File: config.mk
export PLATFORM = sky130hd
export DESIGN_NAME = led_digit_buffer_flat
export DESIGN_NICKNAME = d
export VERILOG_FILES = /design/src/rtl/led_digit_buffer_if.sv /design/src/rtl/led_digit_buffer.sv /design/src/flat_wrapper.sv
export SDC_FILE = /design/constraint.sdc
export NUM_CORES = 1
export LEC_CHECK = 0
export CAP_MARGIN = 30
export CELL_PAD_IN_SITES_DETAIL_PLACEMENT = 1
export CELL_PAD_IN_SITES_GLOBAL_PLACEMENT = 1
export CORE_ASPECT_RATIO = 1.75
export CORE_MARGIN = 3
export CORE_UTILIZATION = 40
export CTS_CLUSTER_DIAMETER = 60
export DETAILED_ROUTE_END_ITERATION = 7
export GPL_TIMING_DRIVEN = 0
export PLACE_DENSITY = 0.86
export SLEW_MARGIN = 15
export SYNTH_ARGS = -nofsm -noshare
export SYNTH_HDL_FRONTEND = slang
export SYNTH_SLANG_ARGS = --single-unit
File: constraint.sdc
create_clock -name i_clk -period 2 [get_ports i_clk]
set_input_delay 0.2 -clock i_clk [delete_from_list [all_inputs] [get_ports i_clk]]
set_output_delay 0.2 -clock i_clk [all_outputs]
set_load 0.05 [all_outputs]
File: src/rtl/led_digit_buffer_if.sv
`default_nettype none
// ============================================================================
// Module   : led_digit_buffer_if
// Purpose  : Host-side write/shift/clear bus and scan outputs of led_digit_buffer.
// Revision : 1.0 - initial release
// ============================================================================
interface led_digit_buffer_if;
  logic       i_wr_valid;
  logic       o_wr_ready;
  logic [2:0] i_wr_addr;
  logic [4:0] i_wr_data;
  logic       i_shift_valid;
  logic [4:0] i_shift_data;
  logic       i_clear;
  logic [7:0] i_blink_mask;
  logic       o_busy;
  logic [2:0] o_cs_pointer;
  logic [4:0] o_dig_ctrl;
  logic       o_blank;
  logic       o_scan_tick;

  modport master (
    output i_wr_valid, i_wr_addr, i_wr_data, i_shift_valid, i_shift_data,
           i_clear, i_blink_mask,
    input  o_wr_ready, o_busy, o_cs_pointer, o_dig_ctrl, o_blank, o_scan_tick
  );

  modport slave (
    input  i_wr_valid, i_wr_addr, i_wr_data, i_shift_valid, i_shift_data,
           i_clear, i_blink_mask,
    output o_wr_ready, o_busy, o_cs_pointer, o_dig_ctrl, o_blank, o_scan_tick
  );
endinterface
`default_nettype wire

File: src/rtl/led_digit_buffer.sv
`default_nettype none
// ============================================================================
// Module   : led_digit_buffer
// Purpose  : 8 x 5-bit digit store with random write, shift-in, clear sweep and
//            a free-running scan pointer. Optional blinking via LED_BLINK_EN.
// Revision : 1.0 - initial release
// ============================================================================
module led_digit_buffer #(
  parameter int F_CLK       = 50000000,
  parameter int F_SCAN      = 1000,
  parameter int BLINK_TICKS = 500
) (
  input  wire logic           i_clk,
  input  wire logic           i_rst,
  led_digit_buffer_if.slave   bus
);

  localparam int DIV = F_CLK / F_SCAN;
  localparam int PW  = (DIV > 2) ? $clog2(DIV) : 1;
  localparam logic [PW-1:0] DIV_LAST = PW'(DIV - 1);

  typedef enum logic [0:0] {
    S_IDLE  = 1'b0,
    S_CLEAR = 1'b1
  } state_t;

  state_t        state_q, state_d;
  logic [PW-1:0] presc_q, presc_d;
  logic          tick_q, tick_d;
  logic [2:0]    ptr_q, ptr_d;
  logic [2:0]    clr_idx_q, clr_idx_d;
  logic [4:0]    dig_q, dig_d;
  logic          busy_q, busy_d;
  logic [4:0]    mem_q [8];
  logic [4:0]    mem_d [8];
  logic          wr_ready;

  assign wr_ready = (state_q == S_IDLE) & ~bus.i_shift_valid & ~bus.i_clear & ~i_rst;

  always_comb begin
    presc_d = (presc_q == DIV_LAST) ? '0 : presc_q + PW'(1);
    // Registered tick lines up exactly with the cycle in which the count is DIV-1.
    tick_d  = (presc_d == DIV_LAST);
    ptr_d   = tick_q ? ptr_q + 3'd1 : ptr_q;
    dig_d   = mem_q[ptr_q];
  end

  always_comb begin
    state_d   = state_q;
    clr_idx_d = clr_idx_q;
    mem_d     = mem_q;
    case (state_q)
      S_IDLE: begin
        if (bus.i_clear) begin
          state_d   = S_CLEAR;
          clr_idx_d = 3'd0;
        end else if (bus.i_shift_valid) begin
          for (int k = 7; k > 0; k--) begin
            mem_d[k] = mem_q[k-1];
          end
          mem_d[0] = bus.i_shift_data;
        end else if (bus.i_wr_valid && wr_ready) begin
          mem_d[bus.i_wr_addr] = bus.i_wr_data;
        end
      end
      S_CLEAR: begin
        mem_d[clr_idx_q] = 5'h00;
        clr_idx_d        = clr_idx_q + 3'd1;
        if (clr_idx_q == 3'd7) begin
          state_d = S_IDLE;
        end
      end
      default: state_d = S_IDLE;
    endcase
    busy_d = (state_d == S_CLEAR);
  end

  always_ff @(posedge i_clk) begin
    if (i_rst) begin
      state_q   <= S_IDLE;
      presc_q   <= '0;
      tick_q    <= 1'b0;
      ptr_q     <= 3'd0;
      clr_idx_q <= 3'd0;
      dig_q     <= 5'h00;
      busy_q    <= 1'b0;
      for (int k = 0; k < 8; k++) begin
        mem_q[k] <= 5'h00;
      end
    end else begin
      state_q   <= state_d;
      presc_q   <= presc_d;
      tick_q    <= tick_d;
      ptr_q     <= ptr_d;
      clr_idx_q <= clr_idx_d;
      dig_q     <= dig_d;
      busy_q    <= busy_d;
      for (int k = 0; k < 8; k++) begin
        mem_q[k] <= mem_d[k];
      end
    end
  end

`ifdef LED_BLINK_EN
  localparam int BW = (BLINK_TICKS > 2) ? $clog2(BLINK_TICKS) : 1;
  localparam logic [BW-1:0] BLINK_LAST = BW'(BLINK_TICKS - 1);

  logic [BW-1:0] blink_cnt_q, blink_cnt_d;
  logic          phase_on_q, phase_on_d;
  logic          blank_q, blank_d;

  always_comb begin
    blink_cnt_d = blink_cnt_q;
    phase_on_d  = phase_on_q;
    if (tick_q) begin
      if (blink_cnt_q == BLINK_LAST) begin
        blink_cnt_d = '0;
        phase_on_d  = ~phase_on_q;
      end else begin
        blink_cnt_d = blink_cnt_q + BW'(1);
      end
    end
    // Sampled from the same pointer as dig_d so blank and digit stay paired.
    blank_d = bus.i_blink_mask[ptr_q] & ~phase_on_q;
  end

  always_ff @(posedge i_clk) begin
    if (i_rst) begin
      blink_cnt_q <= '0;
      phase_on_q  <= 1'b1;
      blank_q     <= 1'b0;
    end else begin
      blink_cnt_q <= blink_cnt_d;
      phase_on_q  <= phase_on_d;
      blank_q     <= blank_d;
    end
  end

  assign bus.o_blank = blank_q;
`else
  logic unused_blink;
  assign unused_blink = ^{bus.i_blink_mask, BLINK_TICKS[0]};
  assign bus.o_blank  = 1'b0;
`endif

  assign bus.o_wr_ready   = wr_ready;
  assign bus.o_busy       = busy_q;
  assign bus.o_cs_pointer = ptr_q;
  assign bus.o_dig_ctrl   = dig_q;
  assign bus.o_scan_tick  = tick_q;

endmodule
`default_nettype wire

File: src/flat_wrapper.sv
// flat-port wrapper written by rule: the top's interface ports become plain ports
module led_digit_buffer_flat 
#(
  parameter int F_CLK       = 50000000,
  parameter int F_SCAN      = 1000,
  parameter int BLINK_TICKS = 500
)
  (i_clk, i_rst, bus_i_wr_valid, bus_i_wr_addr, bus_i_wr_data, bus_i_shift_valid, bus_i_shift_data, bus_i_clear, bus_i_blink_mask, bus_o_wr_ready, bus_o_busy, bus_o_cs_pointer, bus_o_dig_ctrl, bus_o_blank, bus_o_scan_tick);
  led_digit_buffer_if bus_i ();
  input  wire logic i_clk;
  input  wire logic i_rst;
  input wire logic [$bits(bus_i.i_wr_valid)-1:0] bus_i_wr_valid;
  input wire logic [$bits(bus_i.i_wr_addr)-1:0] bus_i_wr_addr;
  input wire logic [$bits(bus_i.i_wr_data)-1:0] bus_i_wr_data;
  input wire logic [$bits(bus_i.i_shift_valid)-1:0] bus_i_shift_valid;
  input wire logic [$bits(bus_i.i_shift_data)-1:0] bus_i_shift_data;
  input wire logic [$bits(bus_i.i_clear)-1:0] bus_i_clear;
  input wire logic [$bits(bus_i.i_blink_mask)-1:0] bus_i_blink_mask;
  output wire logic [$bits(bus_i.o_wr_ready)-1:0] bus_o_wr_ready;
  output wire logic [$bits(bus_i.o_busy)-1:0] bus_o_busy;
  output wire logic [$bits(bus_i.o_cs_pointer)-1:0] bus_o_cs_pointer;
  output wire logic [$bits(bus_i.o_dig_ctrl)-1:0] bus_o_dig_ctrl;
  output wire logic [$bits(bus_i.o_blank)-1:0] bus_o_blank;
  output wire logic [$bits(bus_i.o_scan_tick)-1:0] bus_o_scan_tick;
  assign bus_i.i_wr_valid = bus_i_wr_valid;
  assign bus_i.i_wr_addr = bus_i_wr_addr;
  assign bus_i.i_wr_data = bus_i_wr_data;
  assign bus_i.i_shift_valid = bus_i_shift_valid;
  assign bus_i.i_shift_data = bus_i_shift_data;
  assign bus_i.i_clear = bus_i_clear;
  assign bus_i.i_blink_mask = bus_i_blink_mask;
  assign bus_o_wr_ready = bus_i.o_wr_ready;
  assign bus_o_busy = bus_i.o_busy;
  assign bus_o_cs_pointer = bus_i.o_cs_pointer;
  assign bus_o_dig_ctrl = bus_i.o_dig_ctrl;
  assign bus_o_blank = bus_i.o_blank;
  assign bus_o_scan_tick = bus_i.o_scan_tick;
  led_digit_buffer #(.F_CLK(F_CLK), .F_SCAN(F_SCAN), .BLINK_TICKS(BLINK_TICKS)) u_core (.i_clk(i_clk), .i_rst(i_rst), .bus(bus_i));
endmodule
==> results.ini <==
[clocking]
clkSinkCount = 69
cts_buffer_depth = 2
clockRootBuffer = clkbuf_16
htreeDepth = 3
clkTransAtPathRegs_ns = 0.05
cts_setup_buffers = 0
cts_tree = yes
clkLatencyLatePin_ns = 0.34
numCtsBuffers = 9

[timing]
rsz0062_at_grt = yes
fmax_ghz = 0.511
max_slew.worst_pin.slew_ns = 0.832
slew-limit-headroom_pct = 44.1
fin_skew_ns = 0.00828
slew_viol_final = 0
finalCriticalPeriod_ns = 1.96
final.setup.tns_ns = 0
setup_violations = 0
min_period_over_period_pct = 97.9
hold_viol = 0

[drt]
routed_wl_mm = 11.6
drtIter0Drc = 320
ant_nets = 0
routedWlPerCell_um = 19.3
via_count = 3570
avgViaCountPerCell = 5.96
drtPass1Iterations = 5
route.detailed.drc = 0

[min_path]
min_from = i_rst
hold_class = input port to register

[grt]
grt_pass1_vias = 3795
grt_first_pass_wirelength_mm = 18.7
grt_overflow = 0
grt_max_degree = 13
grt_use_total_pct = 23.3
antenna_found_initial = 0

[yosys]
ys_seq_area_share_pct = 37.6
ys_top_cells_by_count = nor2_1 (111), dfxtp_1 (69), a21oi_1 (44)
synth-adder-area-share_pct = 1.70
synth_warnings = 0
netlist_area_um2 = 3680
async_flop_share_pct = 0
synth-simple-area-share_pct = 22.9
synth_cell_types = 50
synth_top_family_by_area = simple AND/OR/NAND/NOR gates
synth-compound-area-share_pct = 19.4
synth-xor-area-share_pct = 3.81
yosysTopAreaCellShare_pct = 37.6
synthMuxAreaShare_pct = 8.58
dominantRegCellSynth = dfxtp_1
synthCells = 439
syn_nets = 470
yosysMostFrequentCell = nor2_1
ys_top_cells_by_area = dfxtp_1 (38%), nor2_1 (11%), a22oi_1 (8.2%), mux4_2 (6.1%), a21oi_1 (6.0%)
postSynthAreaPerCell_um2 = 8.37
synth_edf_count = 0
ys_seq_elements = 69
synth_area_leader_cell = dfxtp_1

[setup_path]
worst_setup_path_end_kind = register
cp_data_arrival_time_ns = 2.16
r2r_start = u_core.bus.o_cs_pointer[1]
cpMaxStageDelayCell = clkdlybuf4s50_1
path_class = input port to register
cp_data_required_time_ns = 2.20
worstPathMaxFanout = 8
start_kind = input port
path_delay_family = buffers and inverters
critical_path_buf_inv_count = 2
crit_chain = clkdlybuf4s50_1 > and3_1 > buf_1 > o221ai_1 > a21oi_1 > nor2_1
startpoint = bus_i_wr_addr[2]
cp_slowest_stage_delay_ns = 0.62

[power_and_ir_drop]
p_per_area_nw_per_um2 = 759
power_switching_mw = 0.862
power_frac_comb_pct = 10.3
leakage_nw = 1.50
total_power_mw = 3.34
intPower_mw = 2.48
clockPowerShare_pct = 47.1
pwr-share-seq_pct = 42.6
netSwitchingFraction_pct = 25.8
ir_drop_v = 0.000440

[finish]
drive_gt1_share_pct = 11.8
layout.cells.non_filler = 599
design_area_um2 = 4400
num-nets-final = 508
utilization_pct = 49.7
syn2layout_area_growth_pct = 19.6
fillers = 1074
antenna_cells = 0

[placement]
routabilityCongestion = 0.899
dpl.hpwl_mm = 8.53
dp.cells = 583
dpl-instance-area_um2 = 4110
io_buffers = 27

[floorplanning]
rows = 45
die_h_um = 133
core_area_um2 = 8840
die_w_um = 78.5
ios = 38
initial_core_util_pct = 41.6
dieArea_um2 = 10400

[outcome]
status = complete, no violations

[job]
maxCapViolations = 0

[cells by family after synthesis]
| group | count (synthesis) |
|---|---|
| DFF | 69 |
| and+or+nand+nor | 172 |
| xor gates and xnor gates | 16 |
| other | 1 |
| muxes | 19 |
| AOI/OAI and AO/OA | 109 |
| buffers and inverters | 48 |
| adders and majority gates | 5 |
[power by group through the flow]
stage / Combinational, mW / Clock [mW] / Sequential, mW
2_1_floorplan: 0.199 / 0 / 1.46
4_1_cts: 0.343 / 1.59 / 1.42
3_3_place_gp: 0.329 / 0 / 1.45
5_1_grt: 0.370 / 1.66 / 1.42
3_5_place_dp: 0.338 / 0 / 1.45
6_report: 0.344 / 1.57 / 1.42
[cell usage in the layout (no fill, tap or decap), types with 3 or more instances in the layout]
cell type / n
ha_1: 5
mux2i_1: 9
clkbuf_16: 9
buf_1: 9
nand4_1: 4
mux4_2: 10
a21oi_1: 44
xor2_1: 7
nor3b_2: 4
clkbuf_1: 14
nor2_1: 111
dfxtp_1: 69
buf_2: 15
o221ai_1: 7
nand2b_1: 4
nor3_1: 6
and3b_1: 4
xnor2_1: 9
a22oi_1: 40
clkdlybuf4s50_1: 26
nand3_1: 4
buf_4: 3
nand2_1: 11
nor2b_1: 5
nor4_1: 3
inv_1: 7
o21ai_0: 6
[sequential cells by signal, summed over array words and instances (netlist names)]
register / cells
u_core.state_q: 1
u_core.mem_q: 40
u_core.bus.o_cs_pointer: 3
u_core.clr_idx_q: 3
u_core.presc_q: 16
u_core.bus.o_dig_ctrl: 5
u_core.bus.o_scan_tick: 1
[through the flow]
step                      setup WS [ns]  hold WS [ns]
after floorplan                   0.134         0.344
final                            0.0413         0.239
after global routing            -0.0458         0.266
after CTS                       0.00125         0.251
after detailed placement         -0.520         0.473
after global placement           -0.510         0.447
[final timing paths]
| path | end | cells after the start | slack, ns |
|---|---|---|---|
| hold reg to reg | u_core.presc_q[0] | 1 | 0.48 |
| setup / recovery | u_core.mem_q[0] | 6 | 0.04 |
| hold / removal | u_core.presc_q[6] | 2 | 0.24 |
| setup reg to reg | u_core.bus.o_dig_ctrl[0] | 4 | 0.16 |
[what timing repair did]
item | 4_1_cts | 5_1_grt
hold buffers | 0 | 0
gates cloned | 0 | 0
resized for setup | 5 | 1
endpoints found under the setup margin | 1 | 11
[metal layers]
metal / track usage (%) / up-vias / share of wire [%]
met5: 0 / - / 0
met4: 13.1 / 0 / 4.7
met3: 4.77 / 42 / 3.9
met2: 44.7 / 115 / 56
met1: 22.3 / 1780 / 35
li1: - / 1633 / -
[cell type report]
| cell class | count | area, um2 | area share, % |
|---|---|---|---|
| multi-input combinational | 322 | 2090 | 47.6 |
| inverter | 7 | 26.3 | 0.598 |
| sequential | 69 | 1380 | 31.4 |
| clock buffer | 10 | 229 | 5.21 |
| tap | 117 | 146 | 3.33 |
| timing repair buffer | 27 | 265 | 6.03 |
| buffer | 41 | 191 | 4.35 |
| clock inverter | 6 | 63.8 | 1.45 |
Power figures use the tool's default switching activity.
==> patch 1, RTL diff (same flow settings) <==
`F_CLK` is set to 50000000 in 2 places; all go to 25000000.
--- a/src/rtl/led_digit_buffer.sv
+++ b/src/rtl/led_digit_buffer.sv
@@ -6,7 +6,7 @@
 // Revision : 1.0 - initial release
 // ============================================================================
 module led_digit_buffer #(
-  parameter int F_CLK       = 50000000,
+  parameter int F_CLK       = 25000000,
   parameter int F_SCAN      = 1000,
   parameter int BLINK_TICKS = 500
 ) (
--- a/src/flat_wrapper.sv
+++ b/src/flat_wrapper.sv
@@ -1,7 +1,7 @@
 // flat-port wrapper written by rule: the top's interface ports become plain ports
 module led_digit_buffer_flat 
 #(
-  parameter int F_CLK       = 50000000,
+  parameter int F_CLK       = 25000000,
   parameter int F_SCAN      = 1000,
   parameter int BLINK_TICKS = 500
 )
Function: no difference found for any inputs over 10 cycles, from zero or initial values and one cycle with i_rst high; that may be too few to reach the edited logic, so the function may still have changed.
==> patch 1 against the original RTL <==
  * Highest routed layer unchanged
  * Register-to-register slack got worse by 90 ps
  * Critical path type unchanged
  * Count of clock-buffer cells in the layout increased by 1
  * Routed wire length is 0.22% higher
  * Sequential cell count fell by 1
  * Power is 3.6% higher
  * Cell count down 3.5%
  * Final area decreased by 1.5%
  * Setup slack better by 28 ps
  * Global-route usage is 1.1 points higher
  * Area after synthesis fell by 6.5%
==> patch 1: results (changes against the original RTL) <==
Synthesis
  • Fraction of the mapped netlist area in adder cells: 0.0146 (-0.00245)
  • Compound-Gate Fraction of Synth Area: 0.201 (+0.00701)

Setup path
  • Delay-heaviest family, CP: compound AO/OA/AOI/OAI gates
  • Worst reg-to-reg path cell count: 5 (+1)
  • Worst r2r src: u_core.presc_q[4]
  • WP data arrival: 2130 ps (-30 ps)
  • Reg2Reg Setup Slack: 70 ps (-90 ps)
  • RR Endpoint: u_core.bus.o_scan_tick

Final layout
  • Invs w/o clock: 6 (-1)
  • Fillcell total: 976 (-9.1%)
  • Comb_multi_in: 308 (-4.3%)
  • Share of layout cells above drive strength 1: 0.125 (+0.00701)
  • Nets@finish: 488 (-3.9%)

Routing
  • DR iter-0 viols: 261 (-18%)
  • Routed wl met2: 6450 µm (-1.1%)
  • Routed length on met3: 613 µm (+34%)

Global route
  • Aggregate global-route resource usage: 0.244 (+0.0109)
  • First-pass GRT wire length: 18500 µm (-1.0%)

Run status
  • Outcome: complete, no violations

Placement
  • Post-DP HPWL: 8140 µm (-4.5%)

Pwr
  • Net Sw Power: 0.870 mW (+0.92%)
  • Clock power frac: 0.496 (+0.025)
  • P_leak: 1.45 nW (-3.3%)

Timing
  • Worst Tran Pin Value: 663 ps (-169 ps)

Hold path
  • Hold Path Depth: 1 (-1)
## patch 1: timing repair
| action | 4_1_cts | 5_1_grt |
|---|---|---|
| pin swaps | 1 | 4 |
| resized for setup | 16 | 14 |
| setup endpoints to repair | 42 | 37 |
| buffers inserted | 2 | 3 |
| gates cloned | 0 | 0 |
| hold buffers | 0 | 0 |
## patch 1: worst max-delay path by stage
stage,from,to,slack (ps),depth (start not counted)
final,bus_i_wr_addr[2],u_core.mem_q[15],70,5
after global routing,u_core.presc_q[4],u_core.bus.o_scan_tick,-10,5
after CTS,u_core.presc_q[6],u_core.bus.o_scan_tick,5,5
after detailed placement,bus_i_wr_addr[0],u_core.mem_q[34],-640,5
after global placement,bus_i_shift_valid,bus_o_wr_ready,-600,5
after floorplan,u_core.bus.o_cs_pointer[0],u_core.bus.o_dig_ctrl[1],130,4
## patch 1: logic make-up (layout without fill, tap and decap cells)
kind of cell | count (synthesis) | after routing
multiplexers | 18 | 18
buffers and inverters | 39 | 87
AND/OR/NAND/NOR | 165 | 165
AO/OA/AOI/OAI | 106 | 106
other | 1 | 1
XOR/XNOR | 14 | 14
flip-flops | 68 | 68
adder cells (fa/ha/maj) | 4 | 4
## patch 1: per-stage QoR
step           std cells  hold slack (ps)  setup TNS [ps]  utilization  cell area, µm²
5_1_grt              578              508           -15.0        0.521            4330
4_1_cts              576              497               0        0.513            4260
3_5_place_dp         558              477          -21970        0.466            3870
3_3_place_gp         558              451          -20070        0.466            3870
2_1_floorplan        415              344               0            -            3450
6_report             578              483               0        0.521            4330
## patch 1: metal layers
layer	vias up	global-route usage
li1	1569	-
met1	1688	0.230
met2	164	0.475
met3	44	0.0469
met4	0	0.158
met5	-	0
==> patch 2, RTL diff (same settings) <==
Without the edit above. Add a define of `LED_BLINK_EN`.
--- a/src/rtl/led_digit_buffer.sv
+++ b/src/rtl/led_digit_buffer.sv
@@ -5,6 +5,8 @@
 //            a free-running scan pointer. Optional blinking via LED_BLINK_EN.
 // Revision : 1.0 - initial release
 // ============================================================================
+`define LED_BLINK_EN
+
 module led_digit_buffer #(
   parameter int F_CLK       = 50000000,
   parameter int F_SCAN      = 1000,
Behaviour: same outputs for any inputs over 10 cycles, from zero or initial values and one cycle with i_rst high; that may be too few to reach the edited logic, so the function may still have changed.
==> patch 2 against the original RTL <==
  * Routed wire length increased by 8.8%
  * Largest power group unchanged
  * Sequential share of layout area increased by 0.41 points
  * Sequential cell count increased by 11
  * Sequential power increased by 15%
  * Area after synthesis increased by 13%
  * Final area increased by 15%
  * Critical endpoint is now u_core.mem_q[26]
  * Synthesized cell count increased by 11%
  * Setup slack improved by 0.97 ps
  * Clock power increased by 8%
  * Fmax about the same
  * Power increased by 9.9%
==> patch 2: results (changes against the original RTL) <==
Run status
  • Outcome: complete, no violations

Global route
  • First-pass GRT wire length: 20800 µm (+11%)
  • Pin count of the biggest net entering global routing: 16 (+3)
  • Aggregate global-route resource usage: 0.221 (-0.0120)
  • Vias in the first global route: 4284 (+13%)

Timing
  • Final min period: 1960 ps (-0.974 ps)
  • Hold Slack: 494 ps (+255 ps)

Hold path
  • Hold crit path type: reg2reg

Placement
  • Post-DP HPWL: 9680 µm (+14%)
  • DP Area: 0.00470 mm² (+14%)
  • Routability Congestion: 0.903 (+0.48%)
  • Number of buffers added on ports: 37 (+37%)
  • Cell Count Post-Placement: 648 (+11%)

Synthesis
  • Compound-Gate Fraction of Synth Area: 0.176 (-0.0184)
  • Ranking of synthesized cells by area: dfxtp_1, nor2_1, a22oi_1
  • Avg Cell Area, Syn: 8.56 µm² (+2.2%)
  • Library cells used by synthesis: 49 (-2.0%)
  • Commonest cells in the netlist: nor2_1, dfxtp_1, a21oi_1, a22oi_1, clkbuf_1
  • Seq/Total Area, Yosys: 0.385 (+0.00920)
  • Syn nets: 518 (+10%)

Final layout
  • Share of layout cells above drive strength 1: 0.115 (-0.00323)
  • Final Non-Filler Cells: 664 (+11%)
  • Multi-input logic area: 0.00241 mm² (+15%)

Routing
  • Via/cell ratio: 5.76 (-3.4%)

Setup path
  • Reg2Reg Setup Slack: 40 ps (-120 ps)
  • CP max stage delay: 380 ps (-240 ps)
patch 2: cell types whose count changed in the layout (fill, tap and decap cells not counted), moves of 6 or more:
cell	delta
buf_1	-6
nor2_1	+6
dfxtp_1	+9
clkbuf_1	+12
buf_2	-8
clkdlybuf4s50_1	+10
patch 2: layout make-up:
class / instances / share of cell area
buffer: 39 / 0.0345
clock buffer: 9 / 0.0447
clock inverter: 7 / 0.0156
inverter: 6 / 0.00447
multi-input combinational: 361 / 0.478
sequential: 80 / 0.318
tap: 125 / 0.0310
timing repair buffer: 37 / 0.0730
patch 2: final timing paths:
check        cells past startpoint               from                end
max                              6     u_core.state_q   u_core.mem_q[26]
min                              1  u_core.presc_q[0]  u_core.presc_q[0]
max reg2reg                      6     u_core.state_q   u_core.mem_q[26]
min reg2reg                      1  u_core.presc_q[0]  u_core.presc_q[0]
patch 2: routing by layer:
layer,global-route usage,up-vias,wire length [µm]
met5,0,-,0
met4,0.140,0,474
met3,0.0345,41,367
met2,0.431,87,7340
met1,0.209,1877,4420
li1,-,1817,-
patch 2: power by group through the flow:
| stage | clock, mW | sequential, mW | combinational (mW) |
|---|---|---|---|
| final | 1.69 | 1.63 | 0.347 |
| after global routing | 1.78 | 1.64 | 0.377 |
| after CTS | 1.71 | 1.63 | 0.347 |
| after detailed placement | 0 | 1.67 | 0.343 |
| after global placement | 0 | 1.67 | 0.329 |
| after floorplan | 0 | 1.67 | 0.186 |
patch 2: cells by family (layout without fill, tap and decap cells):
kind of cell	Yosys count	after routing
buffers and inverters	45	98
DFF	80	80
xor gates and xnor gates	22	22
AOI/OAI and AO/OA	113	113
muxes	22	22
and+or+nand+nor	198	198
adders and majority gates	6	6
patch 2: what timing repair did:
action / CTS / global route
hold buffers: 0 / 0
gates resized for setup: 10 / 6
setup endpoints to repair: 7 / 25
